$ cat src/rtl/r_mem_ctrl.sv
// Job sequencer for the 13-bit x 2048 coefficient memory: CLEAR, LOAD and READ over P addresses from base.
// Define R_MEM_CTRL_CLEAR_EN to build the zero-fill (CLEAR) job; otherwise start_clear is ignored.
module r_mem_ctrl #(
    parameter int unsigned RAM_WIDTH     = 13,
    parameter int unsigned RAM_ADDR_BITS = 11,
    parameter int unsigned P             = 757
) (
    input  logic                     clk,
    input  logic                     rst,
    input  logic                     start_clear,
    input  logic                     start_load,
    input  logic                     start_read,
    input  logic [RAM_ADDR_BITS-1:0] base,
    output logic                     busy,
    output logic                     done,
    input  logic [RAM_WIDTH-1:0]     in_data,
    input  logic                     in_valid,
    output logic                     in_ready,
    output logic [RAM_WIDTH-1:0]     out_data,
    output logic                     out_valid,
    input  logic                     out_ready,
    output logic                     mem_we,
    output logic [RAM_ADDR_BITS-1:0] mem_waddr,
    output logic [RAM_WIDTH-1:0]     mem_wdata,
    output logic [RAM_ADDR_BITS-1:0] mem_raddr,
    input  logic [RAM_WIDTH-1:0]     mem_rdata
);

    localparam int unsigned CNT_W = $clog2(P + 1);
    localparam logic [CNT_W-1:0] CNT_LAST = CNT_W'(P - 1);
    localparam logic [CNT_W-1:0] CNT_FULL = CNT_W'(P);

    localparam logic [1:0] S_IDLE  = 2'd0;
`ifdef R_MEM_CTRL_CLEAR_EN
    localparam logic [1:0] S_CLEAR = 2'd1;
`endif
    localparam logic [1:0] S_LOAD  = 2'd2;
    localparam logic [1:0] S_READ  = 2'd3;

    logic [1:0]               state_q, state_d;
    logic [CNT_W-1:0]         cnt_q, cnt_d;
    logic [RAM_ADDR_BITS-1:0] base_q, base_d;
    logic                     done_q, done_d;
    logic                     out_valid_q, out_valid_d;
    logic [RAM_WIDTH-1:0]     out_data_q, out_data_d;
    logic [RAM_ADDR_BITS-1:0] addr;
    logic                     start_any;

`ifndef R_MEM_CTRL_CLEAR_EN
    logic unused_start_clear;
    assign unused_start_clear = start_clear;
`endif

    // Job address wraps modulo the memory depth.
    assign addr      = base_q + RAM_ADDR_BITS'(cnt_q);
    assign mem_raddr = addr;

    assign busy      = (state_q != S_IDLE);
    assign done      = done_q;
    assign out_valid = out_valid_q;
    assign out_data  = out_data_q;

`ifdef R_MEM_CTRL_CLEAR_EN
    assign start_any = start_clear | start_load | start_read;
`else
    assign start_any = start_load | start_read;
`endif

    // Next-state, counter and memory-port control.
    always_comb begin
        state_d     = state_q;
        cnt_d       = cnt_q;
        base_d      = base_q;
        done_d      = 1'b0;
        out_valid_d = out_valid_q;
        out_data_d  = out_data_q;
        in_ready    = 1'b0;
        mem_we      = 1'b0;
        mem_waddr   = '0;
        mem_wdata   = '0;

        case (state_q)
            S_IDLE: begin
                out_valid_d = 1'b0;
                // Later assignments win, giving clear > load > read.
                if (start_read) begin
                    state_d = S_READ;
                end
                if (start_load) begin
                    state_d = S_LOAD;
                end
`ifdef R_MEM_CTRL_CLEAR_EN
                if (start_clear) begin
                    state_d = S_CLEAR;
                end
`endif
                if (start_any) begin
                    base_d = base;
                    cnt_d  = '0;
                end
            end

`ifdef R_MEM_CTRL_CLEAR_EN
            S_CLEAR: begin
                mem_we    = 1'b1;
                mem_waddr = addr;
                cnt_d     = cnt_q + CNT_W'(1);
                if (cnt_q == CNT_LAST) begin
                    state_d = S_IDLE;
                    done_d  = 1'b1;
                end
            end
`endif

            S_LOAD: begin
                in_ready  = 1'b1;
                mem_waddr = addr;
                if (in_valid) begin
                    mem_we    = 1'b1;
                    mem_wdata = in_data;
                    cnt_d     = cnt_q + CNT_W'(1);
                    if (cnt_q == CNT_LAST) begin
                        state_d = S_IDLE;
                        done_d  = 1'b1;
                    end
                end
            end

            S_READ: begin
                if (out_valid_q && out_ready) begin
                    out_valid_d = 1'b0;
                    if (cnt_q == CNT_FULL) begin
                        state_d = S_IDLE;
                        done_d  = 1'b1;
                    end
                end
                // Refill the output register whenever it is empty or being drained.
                if ((!out_valid_q || out_ready) && (cnt_q < CNT_FULL)) begin
                    out_data_d  = mem_rdata;
                    out_valid_d = 1'b1;
                    cnt_d       = cnt_q + CNT_W'(1);
                end
            end

            default: begin
                state_d = S_IDLE;
            end
        endcase
    end

    always_ff @(posedge clk) begin
        if (rst) begin
            state_q     <= S_IDLE;
            cnt_q       <= '0;
            base_q      <= '0;
            done_q      <= 1'b0;
            out_valid_q <= 1'b0;
            out_data_q  <= '0;
        end else begin
            state_q     <= state_d;
            cnt_q       <= cnt_d;
            base_q      <= base_d;
            done_q      <= done_d;
            out_valid_q <= out_valid_d;
            out_data_q  <= out_data_d;
        end
    end

endmodule

$ cat config.mk
export PLATFORM = sky130hd
export DESIGN_NAME = r_mem_ctrl
export DESIGN_NICKNAME = d
export VERILOG_FILES = /design/src/rtl/r_mem_ctrl.sv
export SDC_FILE = /design/constraint.sdc
export NUM_CORES = 1
export LEC_CHECK = 0
export ABC_CLOCK_PERIOD_IN_PS = 5800
export CAP_MARGIN = 40
export CORE_UTILIZATION = 36
export CTS_CLUSTER_DIAMETER = 50
export CTS_CLUSTER_SIZE = 8
export DETAILED_ROUTE_END_ITERATION = 6
export MAX_ROUTING_LAYER = met4
export PLACE_DENSITY = 0.7
export SLEW_MARGIN = 20
export SYNTH_ARGS = -nofsm -noshare
export SYNTH_HDL_FRONTEND = slang
export SYNTH_SLANG_ARGS = --single-unit
$ cat constraint.sdc
create_clock -name clk -period 5.8 [get_ports clk]
set_input_delay 1.45 -clock clk [delete_from_list [all_inputs] [get_ports clk]]
set_output_delay 1.45 -clock clk [all_outputs]
set_load 0.05 [all_outputs]
==> results of run 1 <==
==> logic make-up after synthesis <==
group / share of synthesized area
simple gates: 0.289
compound gates: 0.157
flops: 0.322
buf+inv: 0.0481
mux: 0.0720
fa+ha+maj: 0.0825
xor+xnor: 0.0296
==> report_power, final <==
part | switching (uW) | internal [uW] | total (uW) | leakage (uW)
registers | 12.3 | 272 | 284 | 0.000309
clock network | 96.7 | 95.6 | 192 | 0.0000472
logic | 134 | 87.1 | 221 | 0.00108
total | 243 | 454 | 698 | 0.00144
==> cells in the mapped netlist (2+ instances only) <==
master / count / area, um^2
dfxtp_1: 38 / 761
nand2_1: 36 / 135
nor2_1: 24 / 90.1
a21oi_1: 23 / 115
mux2i_1: 17 / 170
and3_1: 14 / 87.6
ha_1: 14 / 175
clkbuf_1: 12 / 45.0
nand3_1: 11 / 55.1
inv_1: 9 / 33.8
nand2b_1: 8 / 50.1
nand4_1: 8 / 50.1
and2_1: 7 / 43.8
xnor2_1: 6 / 52.6
a21o_1: 4 / 30.0
o211ai_1: 4 / 30.0
a311o_1: 3 / 30.0
a31oi_1: 3 / 18.8
nor2b_1: 3 / 18.8
nor3_1: 3 / 15.0
nor3b_1: 3 / 22.5
buf_6: 2 / 22.5
nand3b_1: 2 / 15.0
nor2_2: 2 / 12.5
o21ai_0: 2 / 10.0
o21ai_1: 2 / 10.0
o21bai_1: 2 / 15.0
or2_2: 2 / 12.5
or4b_2: 2 / 20.0
xor2_1: 2 / 17.5
==> sequential cells by signal, summed over array words and instances (netlist names) <==
register / count
out_data: 13
base_q: 11
cnt_q: 10
state_q: 2
done: 1
out_valid: 1
==> cell type report <==
cell class / instances / area, um^2 / share of cell area
multi-input combinational: 223 / 1490 / 0.433
timing repair buffer: 97 / 966 / 0.281
sequential: 38 / 761 / 0.221
tap: 77 / 96.3 / 0.0280
clock buffer: 6 / 82.6 / 0.0240
inverter: 9 / 33.8 / 0.00981
clock inverter: 2 / 12.5 / 0.00364
==> through the flow <==
stage | instances | hold WS, ns | total power, uW | setup slack, ns
after global routing | 452 | 0.497 | 733 | 0.830
after global placement | 443 | 0.446 | 508 | 1.12
after CTS | 452 | 0.466 | 707 | 1.01
after floorplan | 286 | 0.440 | 432 | 1.56
final | 452 | 0.462 | 698 | 1.04
after detailed placement | 444 | 0.455 | 512 | 1.08
==> final timing paths <==
| check | startpoint | endpoint | slack [ns] |
|---|---|---|---|
| worst min register to register | base_q[8] | base_q[8] | 0.46 |
| worst min-delay path | base_q[8] | base_q[8] | 0.46 |
| worst max-delay path | cnt_q[0] | mem_waddr[10] | 1.04 |
| worst max register to register | state_q[1] | cnt_q[8] | 3.59 |
==> layer usage <==
| layer | vias up | track usage | wire length [um] |
|---|---|---|---|
| met5 | - | - | 0 |
| met4 | 0 | 0.0376 | 42 |
| met3 | 7 | 0.0427 | 335 |
| met2 | 69 | 0.289 | 2730 |
| met1 | 1041 | 0.239 | 2930 |
| li1 | 1180 | - | - |
==> worst reg2reg max path, cell delays in order, from the launching register on <==
cell     delay (ns)
dfxtp_1        0.79
nand2_1        0.18
a21oi_2        0.24
a31oi_4        0.26
or4_1          0.54
o21ai_1        0.13
==> reports/qor.txt, run 1 <==
Number of flops mapped to enable cells by yosys: 0
Final weighted congestion in routability-driven placement: 0.828
Slew HR: 0.518
Initial antenna violation count: 0
Area of the mapped netlist: 0.00236 mm^2
Main synth FF type: dfxtp_1
Critical path endpoint category: primary output
Final hold viol count: 0
#FFs+latches synth: 38
Gr ovfl total: 0
Most frequent cells in the layout: clkdlybuf4s50_1 (95), dfxtp_1 (38), nand2_1 (36), nor2_1 (24), a21oi_1 (23)
Cts bufs inserted: 5
Diodes inserted: 0
Fraction of layout cells with a size suffix above 1: 0.0613
Starting Density: 0.372
Synth Net Count: 345
Chip width: 83.1 um
Vias in the first global route: 2180
Worst Path Buf+Inv: 2
DR WL/cell: 13.4 um
Max frequency: 0.210 GHz
Power Density: 203 mW/mm^2
Most common library cell in the layout ignoring fill and taps: clkdlybuf4s50_1
CP Max Fanout: 6
Die area: 0.00690 mm^2
Iteration-0 DRC Markers: 77
First drt pass iteration count: 4
Vias/cell: 5.08
Area growth, synth to finish: 45.6%
Final setup viols: 0
Top Ports: 97
Setup Skew: 0.00618 ns
# hold bufs at CTS: 0
H-tree lvl count: 2
Root Buffer: clkbuf_8
Nets: 433
Max Slew Vio Count: 0
Setup TNS: 0 ns
RSZ-0062 raised after global routing: false
First-pass GRT wire length: 10.1 mm
YS warnings: 0
Worst path depth: 9
CTS Buffer Depth: 2
Number of post-CTS setup repair buffers: 0
Register area share after synthesis: 0.322
Startpoint types: register
Die Span Y: 83.1 um
Core footprint: 0.00635 mm^2
CTS tree: done
Final Cell Area: 0.00344 mm^2
DR vias: 2297
Gates resized, CTS repair: 0
Period utilisation layout: 0.821
DRC viols: 0
Worst min path class: register to register
Clock latency on the worst-skew pair: 0.29 ns
Status: complete, no violations
Largest stage delay, worst path: 0.82 ns
Hold Path Cell Cnt: 2
Placed inst area: 0.00335 mm^2
Critical Path, Cell by Cell: ha_1 -> inv_1 -> fa_1 -> nand2b_1 -> a21oi_1 -> nor2_1 -> o21ai_0 -> mux2i_1 -> clkdlybuf4s50_1
Core Util, Final: 0.542
Slowest cell on the critical path: clkdlybuf4s50_1
DPL Wire Length: 4.51 mm
Routed wire length: 6.04 mm
# rows: 29
Clock-pin transition on the worst setup and hold timing paths: 0.08 ns
Peak supply drop: 146 uV
Antenna-violating nets left: 0
CP arrival: 3.31 ns
Asr flop ratio synth: 0
Filler cells: 593
Min Tclk post-route: 4.76 ns
Critical path class: register to primary output
IO buf count: 95
CP top delay family: buffers and inverters
Max-cap violations: 0
CP required: 4.35 ns
Netlist cell types: 48
Largest net degree at the start of global routing: 39
Avg Cell Area, Syn: 8.27 um^2
Worst reg-to-reg path cell count: 5
Post-synthesis cell count: 286
Worst slew pin tran: 0.722 ns
Leak: 0.00144 uW
GRT Total Usage: 0.183
CTS Sinks: 38
Note: power is estimated with default switching activity, not from simulation.
==> inputs of run 2 (changes only) <==
ABC_CLOCK_PERIOD_IN_PS = 4300   (was 5800)
PLACE_DENSITY = 0.73   (was 0.7)
clock period = 4.3 ns   (was 5.8 ns; I/O delays follow)
==> reports/qor.txt, run 2 (same netlist as run 1, synthesis figures left out) <==
Leak: 0.00149 uW (+3.8%)
Status: complete, no violations
Nets: 434 (+0.23%)
First drt pass iteration count: 4 (unchanged)
Die Span Y: 83.1 um (unchanged)
CP top delay family: buffers and inverters
Startpoint types: register
RR Endpoint: cnt_q[2]
Clock latency on the worst-skew pair: 0.29 ns (about the same)
Initial antenna violation count: 0 (unchanged)
Largest stage delay, worst path: 0.84 ns (+0.02 ns)
Worst reg-to-reg path cell count: 7 (+2)
First-pass GRT wire length: 10.2 mm (+0.61%)
Gr ovfl total: 0 (unchanged)
Starting Density: 0.372 (unchanged)
Most common library cell in the layout ignoring fill and taps: clkdlybuf4s50_1
Final setup viols: 0 (unchanged)
DR vias: 2335 (+1.7%)
Largest net degree at the start of global routing: 28 (-28%)
P_sw: 326 uW (+34%)
Vias in the first global route: 2136 (-2.0%)
Vias/cell: 5.17 (+1.7%)
Dpl ws: 0.357 ns (-0.726 ns)
CP required: 3.22 ns (-1.13 ns)
DPL Wire Length: 4.75 mm (+5.4%)
Period utilisation layout: 0.953
Cts bufs inserted: 5 (unchanged)
Worst min path class: register to register
Sequential share of power: 0.379 (-0.028)
CTS tree: done
Diodes inserted: 0 (unchanged)
Min Tclk post-route: 4.10 ns
Cell Int Power: 671 uW (+48%)
GRT Total Usage: 0.190 (+0.00674)
Logic pwr share: 0.307 (-0.010)
CP Max Fanout: 7 (+1)
RR Startpoint: cnt_q[0]
Antenna-violating nets left: 0 (unchanged)
Core footprint: 0.00635 mm^2 (unchanged)
H-tree lvl count: 2 (unchanged)
Slowest cell on the critical path: clkdlybuf4s50_1
Final setup margin: 0.203 ns (-0.835 ns)
Die area: 0.00690 mm^2 (unchanged)
Max frequency: 0.244 GHz
Clock-pin transition on the worst setup and hold timing paths: 0.07 ns (about the same)
Iteration-0 DRC Markers: 131 (+70%)
Peak supply drop: 207 uV (+42%)
Critical path endpoint category: primary output
IO buf count: 95 (unchanged)
Power Density: 287 mW/mm^2 (+42%)
Clk pwr share: 0.314 (+0.038)
Final weighted congestion in routability-driven placement: 0.873 (+5.4%)
CTS Buffer Depth: 2 (unchanged)
Hold Slack: 0.459 ns (-0.00265 ns)
CTS Sinks: 38 (unchanged)
Root Buffer: clkbuf_8
Critical path class: register to primary output
CP arrival: 3.02 ns (-0.29 ns)
Hold path endpoint: base_q[9]
Hold Path Cell Cnt: 2 (unchanged)
Max-cap violations: 0 (unchanged)
DR WL/cell: 13.8 um (+3.0%)
Worst slew pin tran: 0.655 ns (-0.0667 ns)
Area growth, synth to finish: 46.6%
Setup Skew: 0.00323 ns (-0.00294 ns)
RSZ-0062 raised after global routing: false
Sw frac: 0.327 (-0.0215)
DRC viols: 0 (unchanged)
Placed inst area: 0.00335 mm^2 (about the same)
Max Slew Vio Count: 0 (unchanged)
Hold_sp: base_q[9]
Worst Path Buf+Inv: 1 (-1)
Top Ports: 97 (unchanged)
Slew HR: 0.563 (+0.0447)
Critical Path, Cell by Cell: ha_1 -> a21o_1 -> a21oi_1 -> nand2_1 -> a31oi_1 -> mux2i_1 -> clkdlybuf4s50_1
Final Cell Area: 0.00347 mm^2 (+0.73%)
Final hold viol count: 0 (unchanged)
Max reg flops: 13 (unchanged)
Routed wire length: 6.22 mm (+3.0%)
Most frequent cells in the layout: clkdlybuf4s50_1 (91), dfxtp_1 (38), nand2_1 (36), nor2_1 (24), a21oi_1 (23)
Chip width: 83.1 um (unchanged)
Reg-to-reg slack, setup: 2.22 ns (-1.37 ns)
Setup TNS: 0 ns (unchanged)
# rows: 29 (unchanged)
Fraction of layout cells with a size suffix above 1: 0.0667 (+0.00533)
## run 2: cell count changes in the layout (fill, tap and decap cells not counted)
cell | before | now
clkinvlp_4 | 1 | 0
bufinv_16 | 0 | 1
buf_4 | 2 | 5
clkdlybuf4s50_1 | 95 | 91
clkinv_2 | 1 | 0
dlymetal6s2s_1 | 0 | 2
## run 2: worst max-delay path by stage
stage                     startpoint  slack [ns]  cells after the start       endpoint
after floorplan             cnt_q[0]        0.44                      8   mem_waddr[6]
after global placement      in_valid        0.38                      3  mem_wdata[10]
after detailed placement    in_valid        0.36                      3  mem_wdata[10]
after CTS                   cnt_q[0]        0.16                      9   mem_waddr[8]
after global routing        cnt_q[0]        0.05                      9   mem_raddr[8]
final                       cnt_q[3]        0.20                      7   mem_waddr[7]
## run 2: power by group through the flow
stage	registers [uW]	logic, uW	clock network [uW]
2_1_floorplan	394	189	0
3_3_place_gp	385	302	0
3_5_place_dp	386	307	0
4_1_cts	377	308	320
5_1_grt	379	326	335
6_report	377	306	313
## run 2: timing repair
action                     4_1_cts  5_1_grt
setup endpoints to repair        0        2
resized for setup                0        2
hold buffers                     0        0
setup buffers                    0        0
## run 2: metal layers
| layer | track usage | vias to the layer above | routed length (um) |
|---|---|---|---|
| li1 | - | 1185 | - |
| met1 | 0.240 | 1063 | 2870 |
| met2 | 0.295 | 79 | 2880 |
| met3 | 0.0427 | 8 | 361 |
| met4 | 0.0721 | 0 | 116 |
| met5 | - | - | 0 |
## run 2: area by class of cell
class                   count  area (um^2)
repair buffers             98          973
clock buffers               6         82.6
flip-flops and latches     38          761
well taps                  77         96.3
multi-input cells         223         1490
inverters                   9         33.8
clock inverters             1         30.0
fillers                   597         2880
## run 2: tightest hold or removal path, cell delays in order, from the launching register on
cell	delay, ns
dfxtp_1	0.31
nand2_1	0.05
a21oi_1	0.05
## run 2: stage by stage
step	power [uW]	util	cells
2_1_floorplan	583	-	286
3_3_place_gp	687	0.526	444
3_5_place_dp	692	0.527	445
4_1_cts	1000	0.545	452
5_1_grt	1040	0.546	452
6_report	997	0.546	452
